`src/rtl/mem_stage_sram_ctrl_pkg.sv`:
```
// Shared types and constants for the MEM-stage SRAM controller.
package mem_stage_sram_ctrl_pkg;

    localparam int unsigned SRAM_DW       = 16;
    localparam int unsigned CPU_DW        = 32;
    localparam int unsigned DEF_BASE_ADDR = 1024;

    typedef enum logic [1:0] {
        ST_IDLE = 2'd0,
        ST_LOW  = 2'd1,
        ST_HIGH = 2'd2,
        ST_DONE = 2'd3
    } state_t;

    typedef enum logic {
        OP_READ  = 1'b0,
        OP_WRITE = 1'b1
    } op_t;

    // Latched request payload: operation and full store word
    typedef struct packed {
        op_t               op;
        logic [CPU_DW-1:0] data;
    } req_t;

    // Wait counter width; never narrower than one bit
    function automatic int unsigned cnt_width(input int unsigned wait_cycles);
        return (wait_cycles == 0) ? 1 : $clog2(wait_cycles + 1);
    endfunction

endpackage

```
`src/rtl/mem_stage_sram_ctrl_sram_addr_map.sv`:
```
// Translates a CPU byte address into an SRAM word index (half-word pair).
module sram_addr_map
    import mem_stage_sram_ctrl_pkg::*;
#(
    parameter int unsigned ADDR_W    = 18,
    parameter int unsigned BASE_ADDR = DEF_BASE_ADDR
) (
    input  logic [31:0]       address,
    output logic [ADDR_W-2:0] idx_c
);

    // Offset from base, drop byte offset, wrap to the index width
    always_comb begin
        idx_c = (ADDR_W-1)'((address - 32'(BASE_ADDR)) >> 2);
    end

endmodule

```
`src/rtl/mem_stage_sram_ctrl.sv`:
```
// Splits each 32-bit load/store into two 16-bit SRAM accesses with wait states.
module mem_stage_sram_ctrl
    import mem_stage_sram_ctrl_pkg::*;
#(
    parameter int unsigned ADDR_W      = 18,
    parameter int unsigned WAIT_CYCLES = 2,
    parameter int unsigned BASE_ADDR   = DEF_BASE_ADDR
) (
    input  logic                clk,
    input  logic                rst,
    input  logic                rd_en,
    input  logic                wr_en,
    input  logic [31:0]         address,
    input  logic [31:0]         write_data,
    output logic [31:0]         read_data,
    output logic                ready,
    output logic [ADDR_W-1:0]   sram_addr,
    output logic [SRAM_DW-1:0]  sram_dq_out,
    input  logic [SRAM_DW-1:0]  sram_dq_in,
    output logic                sram_dq_oe,
    output logic                sram_we_n
);

    localparam int unsigned IDX_W = ADDR_W - 1;
    localparam int unsigned CNT_W = cnt_width(WAIT_CYCLES);
    localparam logic [CNT_W-1:0] CNT_LAST = CNT_W'(WAIT_CYCLES);

    state_t               state_q, state_d;
    logic [CNT_W-1:0]     cnt_q, cnt_d;
    logic [IDX_W-1:0]     idx_q, idx_d;
    req_t                 req_q, req_d;
    logic [31:0]          read_data_d;
    logic [ADDR_W-1:0]    sram_addr_d;
    logic [SRAM_DW-1:0]   sram_dq_out_d;
    logic                 sram_dq_oe_d;
    logic                 sram_we_n_d;
    logic [IDX_W-1:0]     idx_c;
    logic                 half_last;

    sram_addr_map #(
        .ADDR_W    (ADDR_W),
        .BASE_ADDR (BASE_ADDR)
    ) u_addr_map (
        .address (address),
        .idx_c   (idx_c)
    );

    // Stall the pipeline unless idle with no request, or finishing this cycle
    assign ready = ((state_q == ST_IDLE) && !rd_en && !wr_en) || (state_q == ST_DONE);

    // State register, counter, latched request and registered SRAM/load outputs
    always_ff @(posedge clk or negedge rst) begin
        if (!rst) begin
            state_q     <= ST_IDLE;
            cnt_q       <= '0;
            idx_q       <= '0;
            req_q       <= '0;
            read_data   <= '0;
            sram_addr   <= '0;
            sram_dq_out <= '0;
            sram_dq_oe  <= 1'b0;
            sram_we_n   <= 1'b1;
        end else begin
            state_q     <= state_d;
            cnt_q       <= cnt_d;
            idx_q       <= idx_d;
            req_q       <= req_d;
            read_data   <= read_data_d;
            sram_addr   <= sram_addr_d;
            sram_dq_out <= sram_dq_out_d;
            sram_dq_oe  <= sram_dq_oe_d;
            sram_we_n   <= sram_we_n_d;
        end
    end

    // Next state and next registered outputs; bus values are set up one cycle ahead
    always_comb begin
        state_d       = state_q;
        cnt_d         = cnt_q;
        idx_d         = idx_q;
        req_d         = req_q;
        read_data_d   = read_data;
        sram_addr_d   = sram_addr;
        sram_dq_out_d = sram_dq_out;
        sram_dq_oe_d  = sram_dq_oe;
        sram_we_n_d   = sram_we_n;
        half_last     = (cnt_q == CNT_LAST);

        case (state_q)
            ST_IDLE: begin
                if (rd_en || wr_en) begin
                    state_d       = ST_LOW;
                    cnt_d         = '0;
                    idx_d         = idx_c;
                    req_d.op      = wr_en ? OP_WRITE : OP_READ;
                    req_d.data    = write_data;
                    sram_addr_d   = {idx_c, 1'b0};
                    sram_dq_out_d = write_data[15:0];
                    sram_dq_oe_d  = wr_en;
                    sram_we_n_d   = !wr_en;
                end
            end
            ST_LOW: begin
                if (half_last) begin
                    state_d       = ST_HIGH;
                    cnt_d         = '0;
                    sram_addr_d   = {idx_q, 1'b1};
                    sram_dq_out_d = req_q.data[31:16];
                    if (req_q.op == OP_READ) begin
                        read_data_d[15:0] = sram_dq_in;
                    end
                end else begin
                    cnt_d = cnt_q + CNT_W'(1);
                end
            end
            ST_HIGH: begin
                if (half_last) begin
                    state_d      = ST_DONE;
                    cnt_d        = '0;
                    sram_dq_oe_d = 1'b0;
                    sram_we_n_d  = 1'b1;
                    if (req_q.op == OP_READ) begin
                        read_data_d[31:16] = sram_dq_in;
                    end
                end else begin
                    cnt_d = cnt_q + CNT_W'(1);
                end
            end
            ST_DONE: begin
                state_d = ST_IDLE;
                cnt_d   = '0;
            end
            default: begin
                state_d = ST_IDLE;
                cnt_d   = '0;
            end
        endcase
    end

endmodule
```
`config.mk`:
```
export PLATFORM = sky130hd
export DESIGN_NAME = mem_stage_sram_ctrl
export DESIGN_NICKNAME = d
export VERILOG_FILES = /design/src/rtl/mem_stage_sram_ctrl_pkg.sv /design/src/rtl/mem_stage_sram_ctrl_sram_addr_map.sv /design/src/rtl/mem_stage_sram_ctrl.sv
export SDC_FILE = /design/constraint.sdc
export NUM_CORES = 1
export LEC_CHECK = 0
export ABC_CLOCK_PERIOD_IN_PS = 2300
export BUFFER_PORTS_ARGS = -buffer_cell sky130_fd_sc_hd__buf_2
export CORE_AREA = 2 2 99 101
export CTS_CLUSTER_SIZE = 24
export DETAILED_ROUTE_END_ITERATION = 6
export DIE_AREA = 0 0 101 103
export GPL_TIMING_DRIVEN = 0
export PLACE_DENSITY = 0.78
export SLEW_MARGIN = 10
export SYNTH_ARGS = -nofsm -noshare
export SYNTH_HDL_FRONTEND = slang
export SYNTH_SLANG_ARGS = --single-unit
```
`constraint.sdc`:
```
create_clock -name clk -period 2.3 [get_ports clk]
set_input_delay 0.46 -clock clk [delete_from_list [all_inputs] [get_ports clk]]
set_output_delay 0.46 -clock clk [all_outputs]
set_load 0.03 [all_outputs]
```
==> metrics.md, run 1 <==
| Metric | Value |
|---|---|
| Outcome | `finished, final reports clean` |
| Drt drc | `0` |
| Pwr/cell area | `1520 mW/mm^2` |
| Final nets | `612` |
| Top area cells in the synthesized netlist | `dfrtp_1 (58%), mux2_2 (15%), mux2i_1 (5.3%)` |
| Normalized max-slew margin | `48.9%` |
| Worst path slowest cell | `dfrtp_1` |
| Reg2reg start | `state_q[1]` |
| Syn Std Cell Area | `0.00454 sq mm` |
| Layout Utilization | `59.9%` |
| Largest net degree at the start of global routing | `58` |
| I/O Buffers | `137` |
| XOR/XNOR Fraction of Synth Area | `1.35%` |
| Final wirelength | `9880 microns` |
| Iter 0 DRT Violations | `92` |
| Netlist cell types | `39` |
| Power Total | `8.62 mW` |
| Leak pwr | `2.80 nW` |
| Clk buf depth | `2` |
| Area after DPL | `0.00540 sq mm` |
| Post-synth top area share | `57.9%` |
| Share of layout cells above drive strength 1 | `45.9%` |
| Dpl ws | `0.109 ns` |
| Most common cell on crit path | `buf_6` |
| Top delay family on crit path | `simple AND/OR/NAND/NOR gates` |
| Mapped Nets | `456` |
| Fmax achieved | `450 MHz` |
| Skew-Pair Late Insertion Delay | `0.36 ns` |
| Final worst slack | `0.0800 ns` |
| Final ANT Viol Nets | `0` |
| Worst-margin pin slew | `0.767 ns` |
| Req. time, crit path | `1.84 ns` |
| Final non-filler cell area | `0.00566 sq mm` |
| Synth Register Bits | `106` |
| CTS Buf Count | `9` |
| Via density | `5.23` |
| First-pass GRT wire length | `16000 microns` |
| Core footprint | `0.00946 sq mm` |
| Clk sinks | `106` |
| Compound-Gate Fraction of Synth Area | `7.74%` |
| Yosys warnings | `0` |
| Detailed-route wire length per cell | `15.4 microns` |
| Post-synth top cells | `dfrtp_1 (105), mux2_2 (59), nand2_1 (53)` |
| Async S/R FF share, synth | `100%` |
| Count of max-cap constraint violations | `0` |
| Unrepaired setup endpoints after global routing | `no` |
| Post-synthesis mux area share | `19.9%` |
| CP arrival | `1.76 ns` |
| CTS tree | `built` |
| Antenna diodes | `0` |
| Hold Fails Final Rpt | `0` |
| Vias in the first global route | `3414` |
| Initial core utilization | `48.0%` |
| Worst vdd ir | `0.967 mV` |
| Root buf cell | `clkbuf_8` |
| Largest family of logic cells by synthesized area | `multiplexers` |
| Type of the worst setup path | `register to output pin` |
| CP max stage delay | `0.40 ns` |
| Register clock-pin slew on the reported worst setup and hold paths | `0.10 ns` |
| Max-slew violation count | `0` |
| Depth of the worst register-to-register path | `6` |
| Most used DFF post-synth | `dfrtp_1` |
| Global router's overall resource usage | `19.3%` |
| Minimum hold slack | `0.148 ns` |
| Synthesis-to-finish area growth | `24.7%` |
| Via count | `3355` |
| Ports | `153` |
| Crit end category | `output pin` |
| Syn avg cell area | `12.4 sq um` |
| Dpl hpwl | `7400 microns` |
| Final setup viols | `0` |
| Initial antenna violation count | `0` |
| DRT Pass-1 Iters | `5` |
| Site row count | `36` |
| Yosys top cell by area | `dfrtp_1` |
| Worst reg2reg endpoint | `read_data[9]` |
| Sequential area share after synthesis | `58.4%` |
| Post-synthesis adder-cell area fraction | `1.65%` |
| Routability cong. | `0.801` |
| Min Tclk post-route | `2.22 ns` |
| Die X | `101 microns` |
| Cell Chain, Critical Path | `inv_2 > ha_4 > or3b_1 > buf_6 > nand2b_1 > buf_6` |
| Crit Path Max Fanout | `8` |
| H-tree depth | `3` |
| Crit path buffers/inverters | `3` |
| Top-count cell post-synth | `dfrtp_1` |
| Clock skew | `0.0127 ns` |
| Grt ovf | `0` |
| Cells after Synth | `366` |
| EDFF count, synth | `0` |
| Hold Path Class | `input port to async pin` |
| Die Y | `103 microns` |
| Worst reg2reg setup slack | `0.15 ns` |
| Kind of start point of the critical path | `register` |
| Tcrit/Tclk final | `96.5%` |
| Fillers | `813` |
| Die area | `0.0104 sq mm` |
| CTS Hold Bufs | `0` |
| Post-synthesis simple-gate area fraction | `8.04%` |
-- metal layers --
| layer | up-vias | track usage, % | part of all wire [%] |
|---|---|---|---|
| met5 | - | 0 | 0 |
| met4 | 0 | 4.68 | 0.74 |
| met3 | 9 | 6.10 | 7.8 |
| met2 | 112 | 33.0 | 49 |
| met1 | 1652 | 24.1 | 42 |
| li1 | 1582 | - | - |
-- power by group --
group | internal [mW] | total, mW | leakage (nW) | switching (mW)
Sequential | 2.76 | 3.22 | 1.31 | 0.457
Clock | 0.436 | 1.08 | 0.0972 | 0.639
Combinational | 1.68 | 4.33 | 1.40 | 2.65
Total | 4.88 | 8.62 | 2.80 | 3.75
-- cells by family (layout without fill, tap and decap cells) --
group                      after synthesis  after routing
AOI/OAI and AO/OA                       60             60
DFF                                    106            106
xor gates and xnor gates                 7              7
muxes                                   83             83
and+or+nand+nor                         79             79
buffers and inverters                   25            186
adders and majority gates                6              6
-- stage by stage --
| step | instances | TNS (ns) |
|---|---|---|
| after global placement | 617 | -30.85 |
| final | 641 | 0 |
| after detailed placement | 618 | 0 |
| after global routing | 641 | 0 |
| after floorplan | 366 | 0 |
| after CTS | 635 | 0 |
-- worst max-delay path by stage --
stage	start	endpoint	slack [ns]	cells past startpoint
3_3_place_gp	rst	req_q[28]	-0.30	1
2_1_floorplan	state_q[0]	ready	0.36	5
6_report	state_q[1]	ready	0.08	6
3_5_place_dp	state_q[1]	read_data[12]	0.11	6
4_1_cts	state_q[1]	ready	0.0008	6
5_1_grt	state_q[1]	ready	0.008	6
-- area by class of cell --
type | instances | area (sq um) | share of cell area (%)
tap | 114 | 143 | 2.52
clock buffer | 10 | 138 | 2.43
multi-input combinational | 235 | 1770 | 31.3
clock inverter | 6 | 48.8 | 0.861
buffer | 18 | 110 | 1.94
timing repair buffer | 145 | 774 | 13.7
inverter | 7 | 26.3 | 0.464
sequential | 106 | 2650 | 46.9
-- cells in the final DEF, fill, tap and decap left out, drive strengths merged, types with 2 or more instances in the layout --
cell,synthesis,final
dfrtp,105,105
clkinv,0,4
nor3b,4,4
a21oi,5,5
ha,6,6
nand2,53,53
nor2,6,6
mux2i,24,24
nor3,2,2
xor2,2,2
clkbuf,7,17
inv,7,9
buf,11,156
nor4,2,2
nand3,5,5
nand2b,3,3
mux2,59,59
o21ai,44,44
o211ai,4,4
xnor2,5,5
-- worst reg2reg max path, stage by stage (launching register included) --
cell     delay, ns
dfrtp_1       0.40
inv_2         0.11
ha_1          0.16
buf_2         0.20
nor3b_2       0.53
buf_4         0.29
mux2_2        0.35
-- flip-flops by register name, indices dropped and copies added (netlist names) --
signal	count
sram_we_n	1
req_q	17
idx_q	17
sram_dq_oe	1
state_q	2
cnt_q	2
read_data	32
sram_dq_out	16
sram_addr	18
-- repair_timing --
item / in CTS / in global routing
cloned: 0 / 0
pin swaps: 0 / 1
gates resized for setup: 5 / 4
endpoints found under the hold margin: 0 / 0
endpoints found under the setup margin: 1 / 1
setup buffers: 1 / 6
No activity file was read; power rests on OpenSTA's default activity.
==> run 2, diff against run 1 <==
==> constraint.sdc (replaced) <==
create_clock -name clk -period 2.3 [get_ports clk]
set_input_delay 0.46 -clock clk [delete_from_list [all_inputs] [get_ports clk]]
set_output_delay 0.46 -clock clk [all_outputs]
set_load 0.01 [all_outputs]
==> run 2 against run 1 <==
  * Critical path depth is the same
  * Count of clock-buffer cells in the layout is the same
  * Hold slack lost 0.0073 ns
  * Clock skew grew 0.0030 ns
  * Sequential share of layout area grew 0.21 points
  * Cell count shrank 0.31%
  * Maximum frequency grew 0.16%
  * Highest routed layer unchanged
==> metrics.md, run 2 (same netlist as run 1, synthesis figures left out) <==
| Metric | Value |
|---|---|
| H-tree depth | `3` |
| Crit Path Max Fanout | `8` |
| Iter 0 DRT Violations | `92` |
| Core footprint | `0.00946 sq mm` |
| Leak pwr | `2.79 nW` |
| Worst path slowest cell | `dfrtp_1` |
| Top delay family on crit path | `simple AND/OR/NAND/NOR gates` |
| Ports | `153` |
| Power Total | `7.72 mW` |
| Worst-margin pin slew | `0.764 ns` |
| CP max stage delay | `0.40 ns` |
| Final nets | `610` |
| Dpl cells | `618` |
| Site row count | `36` |
| Clk sinks | `106` |
| Hold Fails Final Rpt | `0` |
| Sw Ratio | `37.4%` |
| Normalized max-slew margin | `49.1%` |
| Req. time, crit path | `1.84 ns` |
| Psw | `2.89 mW` |
| Tcrit/Tclk final | `96.4%` |
| Die area | `0.0104 sq mm` |
| M3 GR Usage | `6.10%` |
| Internal | `4.83 mW` |
| Outcome | `finished, final reports clean` |
| Gate power share | `44.4%` |
| DRT Pass-1 Iters | `5` |
| Via count | `3345` |
| Kind of start point of the critical path | `register` |
| Type of the worst setup path | `register to output pin` |
| CTS Buf Count | `9` |
| Crit path buffers/inverters | `3` |
| Max-slew violation count | `0` |
| Largest net degree at the start of global routing | `58` |
| Die Y | `103 microns` |
| Met1 usage in global routing | `24.1%` |
| Initial antenna violation count | `0` |
| Pwr/cell area | `1370 mW/mm^2` |
| Top reg by flops | `read_data` |
| CP arrival | `1.76 ns` |
| Min Tclk post-route | `2.22 ns` |
| Final non-filler cell area | `0.00564 sq mm` |
| Dpl hpwl | `7400 microns` |
| Root buf cell | `clkbuf_8` |
| Fin cells | `639` |
| Clk buf depth | `2` |
| Skew-Pair Late Insertion Delay | `0.36 ns` |
| CTS Hold Bufs | `0` |
| Global router's overall resource usage | `19.3%` |
| Synthesis-to-finish area growth | `24.2%` |
| Clk pwr share | `13.9%` |
| Detailed-route wire length per cell | `15.4 microns` |
| Busiest grt layer | `met2` |
| GR Layer Usage met2 | `33.0%` |
| TNS Setup | `0 ns` |
| Cell Chain, Critical Path | `inv_2 > ha_4 > or3b_1 > buf_4 > nand2b_1 > buf_2` |
| Register clock-pin slew on the reported worst setup and hold paths | `0.10 ns` |
| I/O Buffers | `137` |
| Crit end category | `output pin` |
| Max reg flops | `32` |
| Top Registers | `read_data (32), sram_addr (18)` |
| Via density | `5.23` |
| Most common cell after layout, fill and taps aside | `buf_2` |
| Reg power frac | `41.7%` |
| Clock skew | `0.0157 ns` |
| Most frequent cells in the layout | `buf_2 (141), dfrtp_1 (105), mux2_2 (59), nand2_1 (53), o21ai_0 (41)` |
| Die X | `101 microns` |
| Fmax achieved | `451 MHz` |
| Vias in the first global route | `3414` |
| Worst vdd ir | `0.805 mV` |
| Grt ovf | `0` |
| Antenna diodes | `0` |
| Count of max-cap constraint violations | `0` |
| Final ANT Viol Nets | `0` |
| Final setup viols | `0` |
| Initial core utilization | `48.0%` |
| Drt drc | `0` |
| Share of layout cells above drive strength 1 | `45.7%` |
| Area after DPL | `0.00540 sq mm` |
| Hold Path Class | `input port to async pin` |
| CTS tree | `built` |
| Routability cong. | `0.801` |
| First-pass GRT wire length | `16000 microns` |
| Final wirelength | `9820 microns` |
==> run 2: path summary, 6_finish.rpt <==
path / start / end / slack, ns / depth (start not counted)
max in group asynchronous: rst / sram_addr[1] / 1.48 / 2
min in group clk: write_data[17] / req_q[17] / 0.33 / 2
worst max-delay path: state_q[0] / ready / 0.08 / 6
worst min-delay path: rst / read_data[15] / 0.14 / 1
worst min register to register: sram_dq_out[12] / sram_dq_out[12] / 0.48 / 2
worst max register to register: state_q[1] / read_data[9] / 0.18 / 6
==> run 2: routing by layer <==
layer  vias to the layer above  part of all wire (%)
met3                        12                   7.7
li1                       1576                     -
met2                       114                    49
met1                      1643                    42
met4                         0                  0.95
met5                         -                     0
==> run 2: final cells by class <==
| cell class | count | area (sq um) |
|---|---|---|
| Fill cell | 813 | 3820 |
| Timing Repair Buffer | 143 | 753 |
| Inverter | 7 | 26.3 |
| Buffer | 18 | 106 |
| Sequential cell | 106 | 2650 |
| Clock buffer | 10 | 138 |
| Tap cell | 114 | 143 |
| Multi-Input combinational cell | 235 | 1770 |
| Clock inverter | 6 | 48.8 |
==> run 2: worst reg2reg max path, cell delays in order, from the launching register on <==
cell and delay, ns:
dfrtp_1 0.40, inv_2 0.11, ha_1 0.15, buf_2 0.19, nor3b_2 0.52, buf_4 0.29, mux2_2 0.35
==> run 2: per-stage QoR <==
stage	util, %	setup WS, ns	hold slack [ns]
after CTS	59.3	0.0317	0.177
after global routing	59.6	-0.00110	0.200
after detailed placement	57.1	0.109	0.470
after floorplan	-	0.465	0.164
final	59.6	0.0836	0.140
after global placement	56.8	-0.302	0.457
==> run 2: timing repair <==
action | 4_1_cts | 5_1_grt
resized for setup | 4 | 2
hold endpoints to repair | 0 | 0
setup endpoints to repair | 1 | 1
buffers inserted | 1 | 4
==> run 2: power by group through the flow <==
stage,Clock [mW],Combinational [mW],Sequential [mW]
2_1_floorplan,0,1.93,3.46
3_3_place_gp,0,3.24,3.21
3_5_place_dp,0,3.37,3.27
4_1_cts,1.10,3.43,3.23
5_1_grt,1.19,3.85,3.32
6_report,1.07,3.43,3.22
==> run 3, diff against run 2 <==
--- a/config.mk
+++ b/config.mk
@@ -7,13 +7,17 @@
 export LEC_CHECK = 0
 export ABC_CLOCK_PERIOD_IN_PS = 2300
 export BUFFER_PORTS_ARGS = -buffer_cell sky130_fd_sc_hd__buf_2
-export CORE_AREA = 2 2 99 101
+export CELL_PAD_IN_SITES_DETAIL_PLACEMENT = 1
+export CELL_PAD_IN_SITES_GLOBAL_PLACEMENT = 1
+export CORE_AREA = 2 2 111 113
 export CTS_CLUSTER_SIZE = 24
 export DETAILED_ROUTE_END_ITERATION = 6
-export DIE_AREA = 0 0 101 103
+export DIE_AREA = 0 0 113 115
 export GPL_TIMING_DRIVEN = 0
-export PLACE_DENSITY = 0.78
+export HOLD_SLACK_MARGIN = 0.05
+export PLACE_DENSITY_LB_ADDON = 0.1
 export SLEW_MARGIN = 10
 export SYNTH_ARGS = -nofsm -noshare
 export SYNTH_HDL_FRONTEND = slang
 export SYNTH_SLANG_ARGS = --single-unit
+export TNS_END_PERCENT = 30
==> run 3 against run 2 <==
  * Non-clock buffer count grew 1
  * First-iteration DRC count is 47% higher
  * Hold slack better by 0.21 ns
  * Wire length up 18%
  * Flip-flop and latch count unchanged
  * Sequential share of layout area fell by 1.5 points
  * Global-route usage decreased by 0.79 points
  * Highest routed layer unchanged
  * Combinational power up 3%
  * The run now ends with design-rule violations left
==> metrics.md, run 3 (same netlist as run 1, synthesis figures left out) <==
| Metric | Value |
|---|---|
| Outcome | `finished, violations left` |
| Violated checks | `design-rule violations` |
| Dpl hpwl | `8510 microns` |
| Top Registers | `read_data (32), sram_addr (18)` |
| First-pass GRT wire length | `18600 microns` |
| Routability cong. | `0.712` |
| Max-slew violation count | `0` |
| Depth of the worst register-to-register path | `7` |
| Largest net degree at the start of global routing | `65` |
| Most frequent cells in the layout | `buf_2 (141), dfrtp_1 (105), mux2_2 (59), nand2_1 (53), o21ai_0 (41)` |
| Drt drc | `9` |
| Clock skew | `0.00346 ns` |
| Ports | `153` |
| Top reg by flops | `read_data` |
| Count of max-cap constraint violations | `0` |
| Crit Path Max Fanout | `8` |
| Fillers | `1298` |
| CTS Buf Count | `9` |
| Synthesis-to-finish area growth | `28.3%` |
| CP arrival | `1.77 ns` |
| Detailed-route wire length per cell | `17.3 microns` |
| Leak pwr | `2.86 nW` |
| Global router's overall resource usage | `18.5%` |
| Minimum hold slack | `0.345 ns` |
| Skew-Pair Late Insertion Delay | `0.34 ns` |
| Multi-input logic area | `0.00179 sq mm` |
| Root buf cell | `clkbuf_16` |
| Power Total | `8.26 mW` |
| Final wirelength | `11600 microns` |
| Die area | `0.0130 sq mm` |
| Via count | `3340` |
| Initial antenna violation count | `0` |
| CTS tree | `built` |
| Fmax achieved | `449 MHz` |
| Min Tclk post-route | `2.23 ns` |
| Vias in the first global route | `3482` |
| Site row count | `40` |
| Antenna diodes | `0` |
| CP max stage delay | `0.42 ns` |
| Final setup viols | `0` |
| Clk buf depth | `2` |
| Worst-margin pin slew | `0.774 ns` |
| Final nets | `611` |
| Worst path slowest cell | `dfrtp_1` |
| Type of the worst setup path | `register to output pin` |
| Initial core utilization | `38.5%` |
| Via density | `4.97` |
| Share of layout cells above drive strength 1 | `45.5%` |
| Final ANT Viol Nets | `0` |
| Register clock-pin slew on the reported worst setup and hold paths | `0.06 ns` |
| DRT Pass-1 Iters | `7` |
| Cell Chain, Critical Path | `inv_2 > ha_4 > or3b_1 > buf_6 > nand2b_4 > buf_2` |
| Core footprint | `0.0118 sq mm` |
| Pwr/cell area | `1420 mW/mm^2` |
| H-tree depth | `3` |
| Grt ovf | `0` |
| Hold Path Class | `input port to register` |
| Hold path cells | `2` |
| Crit end category | `output pin` |
| Iter 0 DRT Violations | `135` |
| Req. time, crit path | `1.84 ns` |
| I/O Buffers | `137` |
| Normalized max-slew margin | `48.4%` |
| Hold Fails Final Rpt | `0` |
| Most common cell after layout, fill and taps aside | `buf_2` |
| Final non-filler cell area | `0.00583 sq mm` |
| Die X | `113 microns` |
| Max reg flops | `32` |
| Kind of start point of the critical path | `register` |
| Area after DPL | `0.00545 sq mm` |
| Die Y | `115 microns` |
| Tcrit/Tclk final | `96.9%` |
| Register area | `0.00265 sq mm` |
| Clk sinks | `106` |
| Worst vdd ir | `0.656 mV` |
[run 3: changes by cell type in the layout (fill, tap and decap cells not counted), moves of 2 or more]
cell	previous run	this run
nor3b_2	2	0
buf_4	8	6
clkbuf_8	10	4
buf_6	3	5
inv_6	2	0
clkbuf_16	0	9
nor3b_4	0	2
clkinv_4	3	0
[run 3: layer usage]
layer / global-route usage, % / share of wire, %
met5: 0 / 0
met4: 3.74 / 0.61
met3: 5.48 / 4.5
met2: 30.9 / 51
met1: 24.2 / 44
[run 3: stage by stage]
stage	util [%]	instances	worst slack [ns]	TNS (ns)
detailed placement	46.1	651	0.00956	0
CTS	48.8	668	0.0130	0
global placement	45.8	650	-0.470	-48.61
floorplan	-	366	0.465	0
finish	49.4	672	0.0718	0
global route	49.4	672	-0.0413	-0.236
[run 3: cell type report]
cell class | instances | area share, %
Tap cell | 147 | 3.16
Clock buffer | 14 | 4.87
Multi-Input combinational cell | 235 | 30.7
Buffer | 18 | 2.00
Timing Repair Buffer | 144 | 13.2
Inverter | 7 | 0.451
Sequential cell | 106 | 45.5
Clock inverter | 1 | 0.129
[run 3: what timing repair did]
action / CTS / global route
endpoints found under the setup margin: 2 / 21
hold buffers: 1 / 0
gates resized for setup: 5 / 6
endpoints found under the hold margin: 18 / 0
setup buffers: 1 / 4
[run 3: report_power, final]
| group | switching, mW | internal, mW | leakage, nW |
|---|---|---|---|
| clock | 0.646 | 0.848 | 0.141 |
| combinational | 1.87 | 1.66 | 1.41 |
| sequential | 0.462 | 2.77 | 1.31 |
| total | 2.98 | 5.28 | 2.86 |
[run 3: worst paths after layout]
check | start | end | slack, ns
setup / recovery | state_q[1] | ready | 0.07
setup reg to reg | state_q[1] | read_data[12] | 0.12
hold / removal | write_data[17] | req_q[17] | 0.35
max in group asynchronous | rst | read_data[31] | 1.04
min in group asynchronous | rst | sram_addr[4] | 0.61
hold reg to reg | sram_dq_out[8] | sram_dq_out[8] | 0.47
[run 3: worst max-delay path, delay by kind of cell (launching register included)]
family                     cells  cell delay, ns
and+or+nand+nor                2            0.44
DFF                            1            0.42
buffers and inverters          3            0.40
adders and majority gates      1            0.18
